`config.mk`:
```
export PLATFORM = sky130hd
export DESIGN_NAME = instr_fetch
export DESIGN_NICKNAME = d
export VERILOG_FILES = /design/src/rtl/instr_fetch_pkg.sv /design/src/rtl/instr_fetch_goto_lut.sv /design/src/rtl/instr_fetch.sv
export SDC_FILE = /design/constraint.sdc
export NUM_CORES = 1
export LEC_CHECK = 0
export CAP_MARGIN = 20
export CORE_MARGIN = 2
export CORE_UTILIZATION = 33
export CTS_CLUSTER_SIZE = 12
export DETAILED_ROUTE_END_ITERATION = 10
export GPL_TIMING_DRIVEN = 0
export PLACE_DENSITY_LB_ADDON = 0.25
export SLEW_MARGIN = 20
export SYNTH_ARGS = -nofsm -noshare
export SYNTH_HDL_FRONTEND = slang
export SYNTH_SLANG_ARGS = --single-unit
```
`constraint.sdc`:
```
create_clock -name Clk -period 4.1 [get_ports Clk]
set_clock_uncertainty 0.1 [all_clocks]
set_input_delay 0.615 -clock Clk [delete_from_list [all_inputs] [get_ports Clk]]
set_output_delay 0.615 -clock Clk [all_outputs]
set_load 0.02 [all_outputs]
```
`src/rtl/instr_fetch_pkg.sv`:
```
// Shared definitions for the instruction fetch / sequencing unit.
package instr_fetch_pkg;

    // Default widths: program counter, goto-table index, RUN-cycle counter.
    localparam int PC_W_DEF   = 10;
    localparam int LUT_AW_DEF = 5;
    localparam int CNT_W_DEF  = 16;

    // Program sequencing states.
    typedef enum logic [1:0] {
        IDLE = 2'd0,
        RUN  = 2'd1,
        HALT = 2'd2
    } fetch_state_t;

endpackage : instr_fetch_pkg

```
`src/rtl/instr_fetch_goto_lut.sv`:
```
// Goto-target table: one synchronous write port, one combinational read port.
// A same-cycle write and read of one index returns the old entry.
module goto_lut #(
    parameter int AW = 5,
    parameter int DW = 10
) (
    input  logic          clk_i,
    input  logic          reset_i,
    input  logic          wr_en_i,
    input  logic [AW-1:0] wr_addr_i,
    input  logic [DW-1:0] wr_data_i,
    input  logic [AW-1:0] rd_addr_i,
    output logic [DW-1:0] rd_data_o
);

    logic [DW-1:0] mem_q [2**AW];

    // Table storage: cleared by reset, written on the strobe.
    // NOTE: this array is deliberately reset (program-visible state must start at 0),
    // so it maps to flops rather than a RAM macro, which cannot be cleared in one cycle.
    always_ff @(posedge clk_i) begin
        if (reset_i) begin
            for (int i = 0; i < 2**AW; i++) begin
                mem_q[i] <= '0;
            end
        end else if (wr_en_i) begin
            mem_q[wr_addr_i] <= wr_data_i;
        end
    end

    assign rd_data_o = mem_q[rd_addr_i];

endmodule : goto_lut

```
`src/rtl/instr_fetch.sv`:
```
// Instruction fetch/sequencing unit: start/done handshake FSM, program
// counter with goto/skip/increment, sticky wrap flag and saturating RUN-cycle count.
module instr_fetch
    import instr_fetch_pkg::*;
#(
    parameter int PC_W   = PC_W_DEF,
    parameter int LUT_AW = LUT_AW_DEF,
    parameter int CNT_W  = CNT_W_DEF
) (
    input  logic              Clk,
    input  logic              Reset,
    input  logic              Start,
    input  logic              GotoEn,
    input  logic              Jump2En,
    input  logic              Ack,
    input  logic              Zero,
    input  logic [LUT_AW-1:0] Target_Idx,
    input  logic              Lut_WrEn,
    input  logic [LUT_AW-1:0] Lut_WrAddr,
    input  logic [PC_W-1:0]   Lut_WrData,
    output logic [PC_W-1:0]   PC,
    output logic              Running,
    output logic              Done,
    output logic              Wrapped,
    output logic [CNT_W-1:0]  Cycle_Count
);

    fetch_state_t     state_q, state_d;
    logic [PC_W-1:0]  pc_q, pc_d;
    logic             wrapped_q, wrapped_d;
    logic [CNT_W-1:0] cnt_q, cnt_d;

    logic [PC_W-1:0]  goto_target;
    logic             skip;
    logic [PC_W:0]    pc_sum;   // extra bit is the carry out of the increment

    goto_lut #(
        .AW (LUT_AW),
        .DW (PC_W)
    ) u_goto_lut (
        .clk_i     (Clk),
        .reset_i   (Reset),
        .wr_en_i   (Lut_WrEn),
        .wr_addr_i (Lut_WrAddr),
        .wr_data_i (Lut_WrData),
        .rd_addr_i (Target_Idx),
        .rd_data_o (goto_target)
    );

    // Sequential PC step: +2 when the skip condition holds, else +1.
    assign skip   = Jump2En & Zero;
    assign pc_sum = {1'b0, pc_q} + {{(PC_W-1){1'b0}}, skip, ~skip};

    // Next-state logic: Start overrides everything; in RUN, Ack > Goto > Jump2 > +1.
    // NOTE: every output of this block gets a default first so no path leaves it
    // unassigned, which is what keeps synthesis from inferring latches.
    always_comb begin
        state_d   = state_q;
        pc_d      = pc_q;
        wrapped_d = wrapped_q;
        cnt_d     = cnt_q;
        if (Start) begin
            state_d   = IDLE;
            pc_d      = '0;
            wrapped_d = 1'b0;
            cnt_d     = '0;
        end else begin
            unique case (state_q)
                IDLE: begin
                    pc_d    = '0;
                    state_d = RUN;
                end
                RUN: begin
                    if (cnt_q != {CNT_W{1'b1}}) begin
                        cnt_d = cnt_q + 1'b1;
                    end
                    if (Ack) begin
                        state_d = HALT;
                    end else if (GotoEn) begin
                        pc_d = goto_target;
                    end else begin
                        pc_d = pc_sum[PC_W-1:0];
                        if (pc_sum[PC_W]) begin
                            wrapped_d = 1'b1;
                        end
                    end
                end
                HALT: begin
                    state_d = HALT;
                end
                default: begin
                    state_d = IDLE;
                    pc_d    = '0;
                end
            endcase
        end
    end

    // State registers with synchronous reset.
    // NOTE: sequential state uses non-blocking assignments so every register
    // samples the pre-edge values, independent of statement order.
    always_ff @(posedge Clk) begin
        if (Reset) begin
            state_q   <= IDLE;
            pc_q      <= '0;
            wrapped_q <= 1'b0;
            cnt_q     <= '0;
        end else begin
            state_q   <= state_d;
            pc_q      <= pc_d;
            wrapped_q <= wrapped_d;
            cnt_q     <= cnt_d;
        end
    end

    assign PC          = pc_q;
    assign Running     = (state_q == RUN);
    assign Done        = (state_q == HALT);
    assign Wrapped     = wrapped_q;
    assign Cycle_Count = cnt_q;

endmodule : instr_fetch

```
Word level (Yosys, flattened, before mapping)
Memory sizes are Yosys's and may differ from the RTL's.
Index checks and enable logic that the tools add are counted.

word-level totals
  bits in registers = 29
  bits in latches = 0
  bits in writable memories = 320
  bits in read-only memories = 0
  output and inout port bits = 29
  word-level logic and storage cells = 36
  memories kept = 1

cells by class
  add/subtract/negate cells = 2
  $mul = 0
  divide/modulo/power cells = 0
  $lt $le $gt $ge = 0
  equal/unequal tests = 5
  shift operators = 0
  muxes and demuxes = 13
  bitwise operators = 5
  reductions and logical operators = 6

memories
  name              words  bits a word  read ports  clocked after memory_dff  write ports  line                        source
  u_goto_lut.mem_q  32     10           1           0                         32           instr_fetch_goto_lut.sv:16  logic [DW-1:0] mem_q [2**AW];

operators with widths
  operator                 number
  $mux W10                 3
  $pmux W10 S2             1
  $add A16 B1 Y16 const B  1
  $ne A16 B16 Y1 const B   1
  $add A10 B2 Y11          1
  $reduce_or A10 Y1        1
  $mux W1                  6
  $pmux W2 S3              1
  $mux W5                  1
  $ne A2 B2 Y1 const B     2
  $not A1 Y1               4
  $reduce_and A2 Y1        2
  $reduce_and A4 Y1        1
  $eq A2 B1 Y1 const B     1
  $eq A2 B2 Y1 const B     1
  $logic_not A2 Y1         1
  $mux W2                  1
  $reduce_or A2 Y1         1
  $and A1 B1 Y1            1

Longest topological paths before layout
Gate-level depths: netlist of run 1.

  depth in word-level cells = 6
  mapped depth = 9
  depth with buffers taken out = 9

Modules after synthesis
From an unflattened synthesis of run 1, not the netlist that was laid out.

unflattened totals
  cells, all modules = 1346
  area, all modules = 16950.0 um^2

by module, submodules not included
  module       instances  cells an instance  area an instance (um^2)
  goto_lut     1          1143               15245.9
  instr_fetch  1          203                1704.1

Worst setup path after synthesis of run 1
Ideal clock, no wire load.

  kind = input -> register
  from = input Jump2En
  to = register pc_q[8] (netlist: PC[8])
  data arrival time = 2194 ps
  data required time = 3878 ps
  slack = 1684 ps
  stages on the path = 9
  path buffers = 0
  cell sequence = nand2_1 -> ha_1 -> inv_1 -> fa_1 -> nand3b_1 -> nor3_1 -> o21ai_0 -> o2bb2ai_1 -> o311a_1

on the way
  cells in the longest elaborated chain, start to end = 6

ends and longest elaborated chain
  element               line                source
  from (decl)           instr_fetch.sv:14   input logic Jump2En,
  $and A1 B1 Y1 (*)     instr_fetch.sv:51   assign skip = Jump2En & Zero;
  $not A1 Y1            instr_fetch.sv:52   assign pc_sum = {1'b0, pc_q} + {{(PC_W-1){1'b0}}, skip, ~skip};
  $add A10 B2 Y11 (*)   instr_fetch.sv:52
  $mux W10 (*)          instr_fetch.sv:79   end else if (GotoEn) begin
  $mux W10 (*)          instr_fetch.sv:77   if (Ack) begin
  $pmux W10 S2 (*)      instr_fetch.sv:68   unique case (state_q)
  to (signal assigned)  instr_fetch.sv:110  pc_q <= pc_d;
  to (decl)             instr_fetch.sv:29   logic [PC_W-1:0] pc_q, pc_d;

Every way passes the cells marked *; elsewhere a longest branch is shown, timed or not. The select of a mux whose other input is x is not followed.
A chain may end at the register's enable or synchronous reset.

Final worst setup path of run 1
  from = input Target_Idx[2]
  to = register pc_q[6] (netlist: PC[6])

on the way
  cells in the longest elaborated chain, start to end = 4

ends and longest elaborated chain
  element          line               source
  from (decl)      instr_fetch.sv:17  input logic [LUT_AW-1:0] Target_Idx,
  $mem_v2 Z32 W10  --
  $mux W10         instr_fetch.sv:79
  $mux W10         instr_fetch.sv:77
  $pmux W10 S2     instr_fetch.sv:68

No other way between the ends. The select of a mux whose other input is x is not followed.

==> run metrics, run 1 <==
worst slew margin relative to its limit 27.8%; fraction of registers with async set/reset 0%; Final nets roughly 1400; Clock Pin Slew Worst Setup and Hold Paths about 0.060 ns; Pre-Repair DR Iteration Count 5; hold path cells 2; TritonCTS sink count 349; via count between 10000 and 15000; io pins 57; Site Rows 82; design area slightly below 0.02 mm²; I/O Buffers between 50 and 60; CP max stage cell clkbuf_1; dpl cells roughly 2000; hold buffers post-CTS 0; CP max stage delay 0.83 ns; predominant post-synthesis flop cell edfxtp_1; Total Power ~8.1 mW; die width between 200 and 250 µm; worst r2r src PC[0]; critical path type in2reg; CP Max Fanout 10; first-pass GRT wire length 76.8 mm; Worst-Margin Slew between 1 and 1.5 ns; Die Footprint roughly 0.053 mm²; Final GP Congestion just under 0.9; status finished clean; Clock Latency Late Sink 0.58 ns; WL/cell roughly 26 µm; Register Area ~0.010 mm²; synth top area cells edfxtp_1 57%, and2_1 12%, mux4_2 6.6%, dfxtp_1 3.5%, mux2i_1 2.3%; Worst R2R End PC[8]; Period minus WS final about 2.9 ns; worst path bufs/invs 3; die span in y ~230 µm; initial drt markers 1302; Worst Path Required approximately 4.4 ns; post-synth top area cell edfxtp_1; DRC Markers 0; Area Growth Syn to Fin 15.2%; Setup violations, final 0; share of cells above drive strength 1 between 10% and 20%; Leak between 6 and 7 nW; vias in the first global route about 10000; post-synthesis cell area ~0.017 mm²; r2r setup slk approximately 1.7 ns; Mapped Nets between 1000 and 1500; Post-DP Area between 0.015 and 0.02 mm²; HPWL after DPL 37.3 mm; final hold vios 0; H-tree depth 2; final WL around 54 mm; multi-input logic area between 0.005 and 0.006 mm²; EDFF count, synth 320; Distinct cells, synth slightly below 60; CP arrival around 3.3 ns; HP Class reg2reg; CTS Buf Count 40; Crit. Startpoint Target_Idx[2]; largest delay contributor family on the critical path buffers and inverters; critical path startpoint category input pin; critical-path cell list buf_2 -> inv_1 -> clkbuf_1 -> mux2i_1 -> nor2_1 -> nor4_1 -> a211oi_1; flops & latches, synth 349; PwrDens roughly 420 mW/mm²; Final Max Tran Viols 0; GRT Resource Usage Total about a fifth; CTS tree yes; # Post-CTS Setup Buffers 0; Worst VDD drop between 0.0002 and 0.0003 V; max_cap viols 0; Initial Util about a third; Period Utilization, post-route 71.7%; worst hold start Wrapped; Avg Cell Area, Syn about 13 µm²; post-synthesis sequential area ratio 60.9%; non-filler instance count after layout 2036; YS warnings 0; Via density about 5.3; top-area cell type share of the netlist area approximately 57%; root buffer cell clkbuf_16; setup tns final 0 ns; Post-CTS Resized 0; Critical Path Sink Type flip-flop; initial antenna violation count 1; Syn Inst Count about 1200; core area 0.0501 mm²; RSZ-0062 raised after global routing false; antenna-violating nets left 0; FILL cells just under 5000; GRT overflow 0; CTS max path bufs 3; largest net degree at the start of global routing 13; fmax about 340 MHz; Worst Hold End Wrapped; Worst R2R Path Depth 8
synthesized netlist by cell type (3+ instances only):
master and instances:
inv_1 10, ha_1 6, buf_2 7, nor3b_1 4
a221oi_1 4, a21oi_1 13, buf_12 4, o211ai_1 3
clkbuf_1 77, buf_6 5, nand3b_1 7, a31oi_1 4
o21ai_0 21, mux2_2 9, nor2b_1 10, a22oi_1 6
xor2_1 4, edfxtp_1 320, or3_1 3, nand4_1 7
or2_2 34, and2_1 322, nor2_1 69, nand2_1 50
nand2b_1 8, mux2i_1 38, mux4_2 49, mux4_1 14
buf_4 7, a211oi_1 10, o2111ai_1 3, dfxtp_1 29
nor3_1 18, nand3_1 17, nor4_1 10, xnor2_1 8
power by group:
group / internal [mW] / switching, mW
combinational: 0.241 / 0.472
clock: 1.84 / 1.46
sequential: 4.05 / 0.0534
worst max-delay path by stage:
stage / slack, ns / depth (start not counted) / to
finish: 1.16 / 7 / PC[6]
global route: 1.16 / 7 / u_goto_lut.mem_q[28][6]
CTS: 1.30 / 7 / PC[6]
detailed placement: 0.72 / 7 / PC[6]
global placement: 0.69 / 7 / PC[6]
floorplan: 1.68 / 9 / PC[8]
layout make-up:
| class | instances | share of cell area, % |
|---|---|---|
| Timing Repair Buffer | 52 | 2.70 |
| Inverter | 10 | 0.195 |
| Antenna cell | 1 | 0.0130 |
| Tap cell | 672 | 4.36 |
| Clock inverter | 17 | 0.565 |
| Buffer | 102 | 2.70 |
| Clock buffer | 52 | 5.54 |
| Sequential cell | 349 | 52.9 |
| Multi-Input combinational cell | 781 | 31.0 |
cell families (layout without fill, tap and decap cells):
family	count (synthesis)	after routing	share of synthesized area (%)
other cells	0	1	0
simple gates	567	567	19.3
compound gates	85	85	3.53
mux	110	110	11.7
buf+inv	112	233	3.34
xor+xnor	12	12	0.628
flops	349	349	60.9
fa+ha+maj	7	7	0.569
metal layers:
layer / up-vias / GRT usage (%) / wire length (µm)
met2: 458 / 31.7 / 24300
met3: 64 / 3.41 / 3720
li1: 4698 / - / -
met4: 0 / 4.75 / 1080
met5: - / 0 / 0
met1: 5532 / 30.2 / 24800
cell usage in the layout, fill, tap and decap left out, types with 13 or more instances in the layout:
cell type and n:
and2_1 322, edfxtp_1 320, clkbuf_1 88, nor2_1 69, clkdlybuf4s50_1 52, nand2_1 50
mux4_2 49, clkbuf_16 41, mux2i_1 38, or2_2 34, dfxtp_1 29, o21ai_0 21
nor3_1 18, nand3_1 17, mux4_1 14, a21oi_1 13
through the flow:
step                hold WS (ns)  util, %  worst slack [ns]
floorplan                  0.387        -              1.68
global route               0.399     38.5              1.16
finish                     0.386     38.5              1.16
global placement           0.363     36.1             0.686
CTS                        0.386     38.5              1.30
detailed placement         0.370     36.1             0.719
tightest hold or removal path, cell delays in order (launching register included):
cell and delay [ns]:
dfxtp_1 0.34, a21oi_1 0.05, nor2_1 0.07
registers in the layout, indices dropped and copies added (netlist names):
register          flops
u_goto_lut.mem_q    320
Wrapped               1
state_q               2
PC                   10
Cycle_Count          16
No activity file was read; power rests on OpenSTA's default activity.
==> run 2, diff against run 1 <==
==> constraint.sdc (replaced) <==
create_clock -name Clk -period 2.78 [get_ports Clk]
set_clock_uncertainty 0.1 [all_clocks]
set_input_delay 0.417 -clock Clk [delete_from_list [all_inputs] [get_ports Clk]]
set_output_delay 0.417 -clock Clk [all_outputs]
set_load 0.02 [all_outputs]
==> results of run 2 <==
The final DEF is identical to that of run 1. Status: finished clean.
Main changes from that run: setup slack after placement 0.719 ns -> -0.403 ns; setup slack after layout 1.16 ns -> 0.0366 ns; register-to-register setup slack 1.68 ns -> 0.36 ns; total power 8.11 mW -> 12.0 mW; worst IR drop on VDD 0.000251 V -> 0.000371 V
==> run 3, diff against run 2 <==
--- a/config.mk
+++ b/config.mk
@@ -12,7 +12,6 @@
 export DETAILED_ROUTE_END_ITERATION = 10
 export GPL_TIMING_DRIVEN = 0
 export PLACE_DENSITY_LB_ADDON = 0.25
-export SLEW_MARGIN = 20
 export SYNTH_ARGS = -nofsm -noshare
 export SYNTH_HDL_FRONTEND = slang
 export SYNTH_SLANG_ARGS = --single-unit
==> results of run 3 <==
The final DEF is identical to that of run 1. Status: finished clean.
Main changes from that run: setup slack after placement 0.719 ns -> -0.403 ns; setup slack after layout 1.16 ns -> 0.0366 ns; register-to-register setup slack 1.68 ns -> 0.36 ns; total power 8.11 mW -> 12.0 mW; worst IR drop on VDD 0.000251 V -> 0.000371 V
==> edit: new RTL, config.mk and constraints of run 2 <==
The package constant `PC_W_DEF` goes from 10 to 5.
--- a/src/rtl/instr_fetch_pkg.sv
+++ b/src/rtl/instr_fetch_pkg.sv
@@ -3,5 +3,5 @@
 
     // Default widths: program counter, goto-table index, RUN-cycle counter.
-    localparam int PC_W_DEF   = 10;
+    localparam int PC_W_DEF   = 5;
     localparam int LUT_AW_DEF = 5;
     localparam int CNT_W_DEF  = 16;
Interface: changed (resized Lut_WrData and PC); port bits go from 57 to 47. The function was not compared with the original's and may differ.
==> edit against run 2 <==
Via count decreased by 45%; sequential cell count fell by 165; global-route usage down 2.4 points; synthesized area shrank 46%; setup slack improved by 0.11 ns; total power is 49% lower; register-to-register slack better by 0.42 ns; sequential power fell by 48%; fmax grew 4.2%; synthesized cell count shrank 39%; wire length is 53% lower; cell area shrank 45%; sequential share of layout area down 2.6 points; largest cell class unchanged; largest power group unchanged; highest routed layer unchanged.
==> edit: results (changes against run 2) <==
status=completed (unchanged); CP Max Fanout=9 (was 10); PortBufs=42 (was 52); layout cell share with drive strength beyond 1=11.10% (was 12.18%); via/cell ratio=5.099 (was 5.281); largest net degree at the start of global routing=18 (was 13); initial antenna violation count=0 (was 1); drt wl/cell=21.56 um (was 26.49 um); slew of the pin with the lowest slew margin=0.7602 ns (was 1.083 ns); first-pass GRT wire length=37470 um (was 76760 um); Reg2Reg Launch Point=state_q[1] (was PC[0]); EDFF count, synth=160 (was 320); Yosys cell types=48 (was 59); Post-synth ARST share=0% (unchanged); drt pass-1 iters=5 (unchanged); Max clock buf depth=2 (was 3); Final GP Congestion=0.9076 (was 0.8932); Worst-path clk slew=approximately 0.070 ns; Non-Filler Instances=1170 (was 2036); Register-to-Register Path Depth=8 (unchanged); Placed Cells=1139 (was 1966); Mapped Nets=786 (was 1277); VDD IR max=0.2916 mV (was 0.3707 mV); WP data arrival=2.67 ns (was 3.06 ns); register area share after synthesis=58.05% (was 60.92%); Synth top cells by count=and2_1 (163), edfxtp_1 (160), mux2i_1 (76) (was and2_1 (322), edfxtp_1 (320), clkbuf_1 (77)); Total GRT Usage=18.16% (was 20.53%); clk_lat worst skew=0.44 ns (was 0.58 ns); type of destination of the critical path=register (unchanged); DP Wirelength=17610 um (was 37300 um); CTS Root Cell=clkbuf_16 (unchanged); ys flop type=edfxtp_1 (unchanged); Area contributors post-synth=edfxtp_1 (53%), and2_1 (11%), mux2i_1 (8.4%) (was edfxtp_1 (57%), and2_1 (12%), mux4_2 (6.6%)); crit path to=u_goto_lut.mem_q[19][0] (was PC[6]); Resize count post-CTS=0 (unchanged); Worst Hold Class=input pin to register (was register to register); Yosys warnings=0 (unchanged); post-synthesis instance total=756 (was 1242); Period Utilization, post-route=94.68% (was 98.68%); Max H-tree Level=4 (was 2); number of antenna diodes=0 (was 1); DR iter-0 viols=549 (was 1302); Layout Nets=847 (was 1371); Largest Register=u_goto_lut.mem_q (unchanged); vias in the first global route=5872 (was 10.34k); dpl ws=-0.3190 ns (was -0.4026 ns); R2R setup slack=0.78 ns (was 0.36 ns); post-CTS repair timing setup buffer count=0 (unchanged); LEAKAGE=3.856 nW (was 6.593 nW); RR Endpoint=Cycle_Count[11] (was PC[8]); CTS Buf Count=17 (was 40); Critical Path Start=Reset (was Target_Idx[2]); Largest register FFs=160 (was 320)
## edit: layout make-up
cell class | instances | area (um^2)
buffer | 42 | 269.0
clock buffer | 17 | 425.4
clock inverter | 14 | 137.6
fill | 2603 | 16510
inverter | 5 | 18.77
multi-input combinational | 525 | 3532
sequential | 184 | 5285
tap | 341 | 426.7
timing repair buffer | 42 | 420.4
## edit: worst min-delay path by stage
stage,cells past startpoint,to,slack (ns),startpoint
floorplan,2,state_q[1],0.39,state_q[1]
global placement,2,Wrapped,0.37,Wrapped
detailed placement,2,Wrapped,0.38,Wrapped
CTS,3,PC[4],0.26,GotoEn
global route,3,PC[4],0.27,GotoEn
finish,3,PC[4],0.27,GotoEn
## edit: stage by stage
stage                     hold slack, ns  area [um^2]
after CTS                         0.2623        10520
after floorplan                   0.3871         9105
after global placement            0.3697         9952
after detailed placement          0.3822         9952
after global routing              0.2714        10520
final                             0.2674        10520
## edit: routing by layer
metal	vias up	part of all wire, %	global-route usage, %	wire [um]
met4	0	2.3	6.206	590
met3	36	7.0	4.698	1759
met1	2880	45	24.44	11330
met2	226	46	28.49	11550
met5	-	0	0	0
li1	2824	-	-	-
## edit: cells by family (layout without fill, tap and decap cells)
group                      Yosys count  in the layout  synth area share [%]
muxes                               80             80                 9.345
adders and majority gates            7              7                 1.044
buffers and inverters               47            120                 3.161
and+or+nand+nor                    361            361                 22.41
DFF                                184            184                 58.05
AOI/OAI and AO/OA                   64             64                 4.741
xor gates and xnor gates            13             13                 1.251
## edit: power by group
group          internal (mW)  total [mW]  switching, mW
registers               3.12        3.16         0.0416
clock network           1.26        2.39           1.13
logic                  0.190       0.545          0.355
## edit: critical path: stages
cell and delay [ns]:
clkdlybuf4s50_1 0.70, nor2b_1 0.26, nand3_1 0.51, nor2_1 0.50
or2_2 0.27
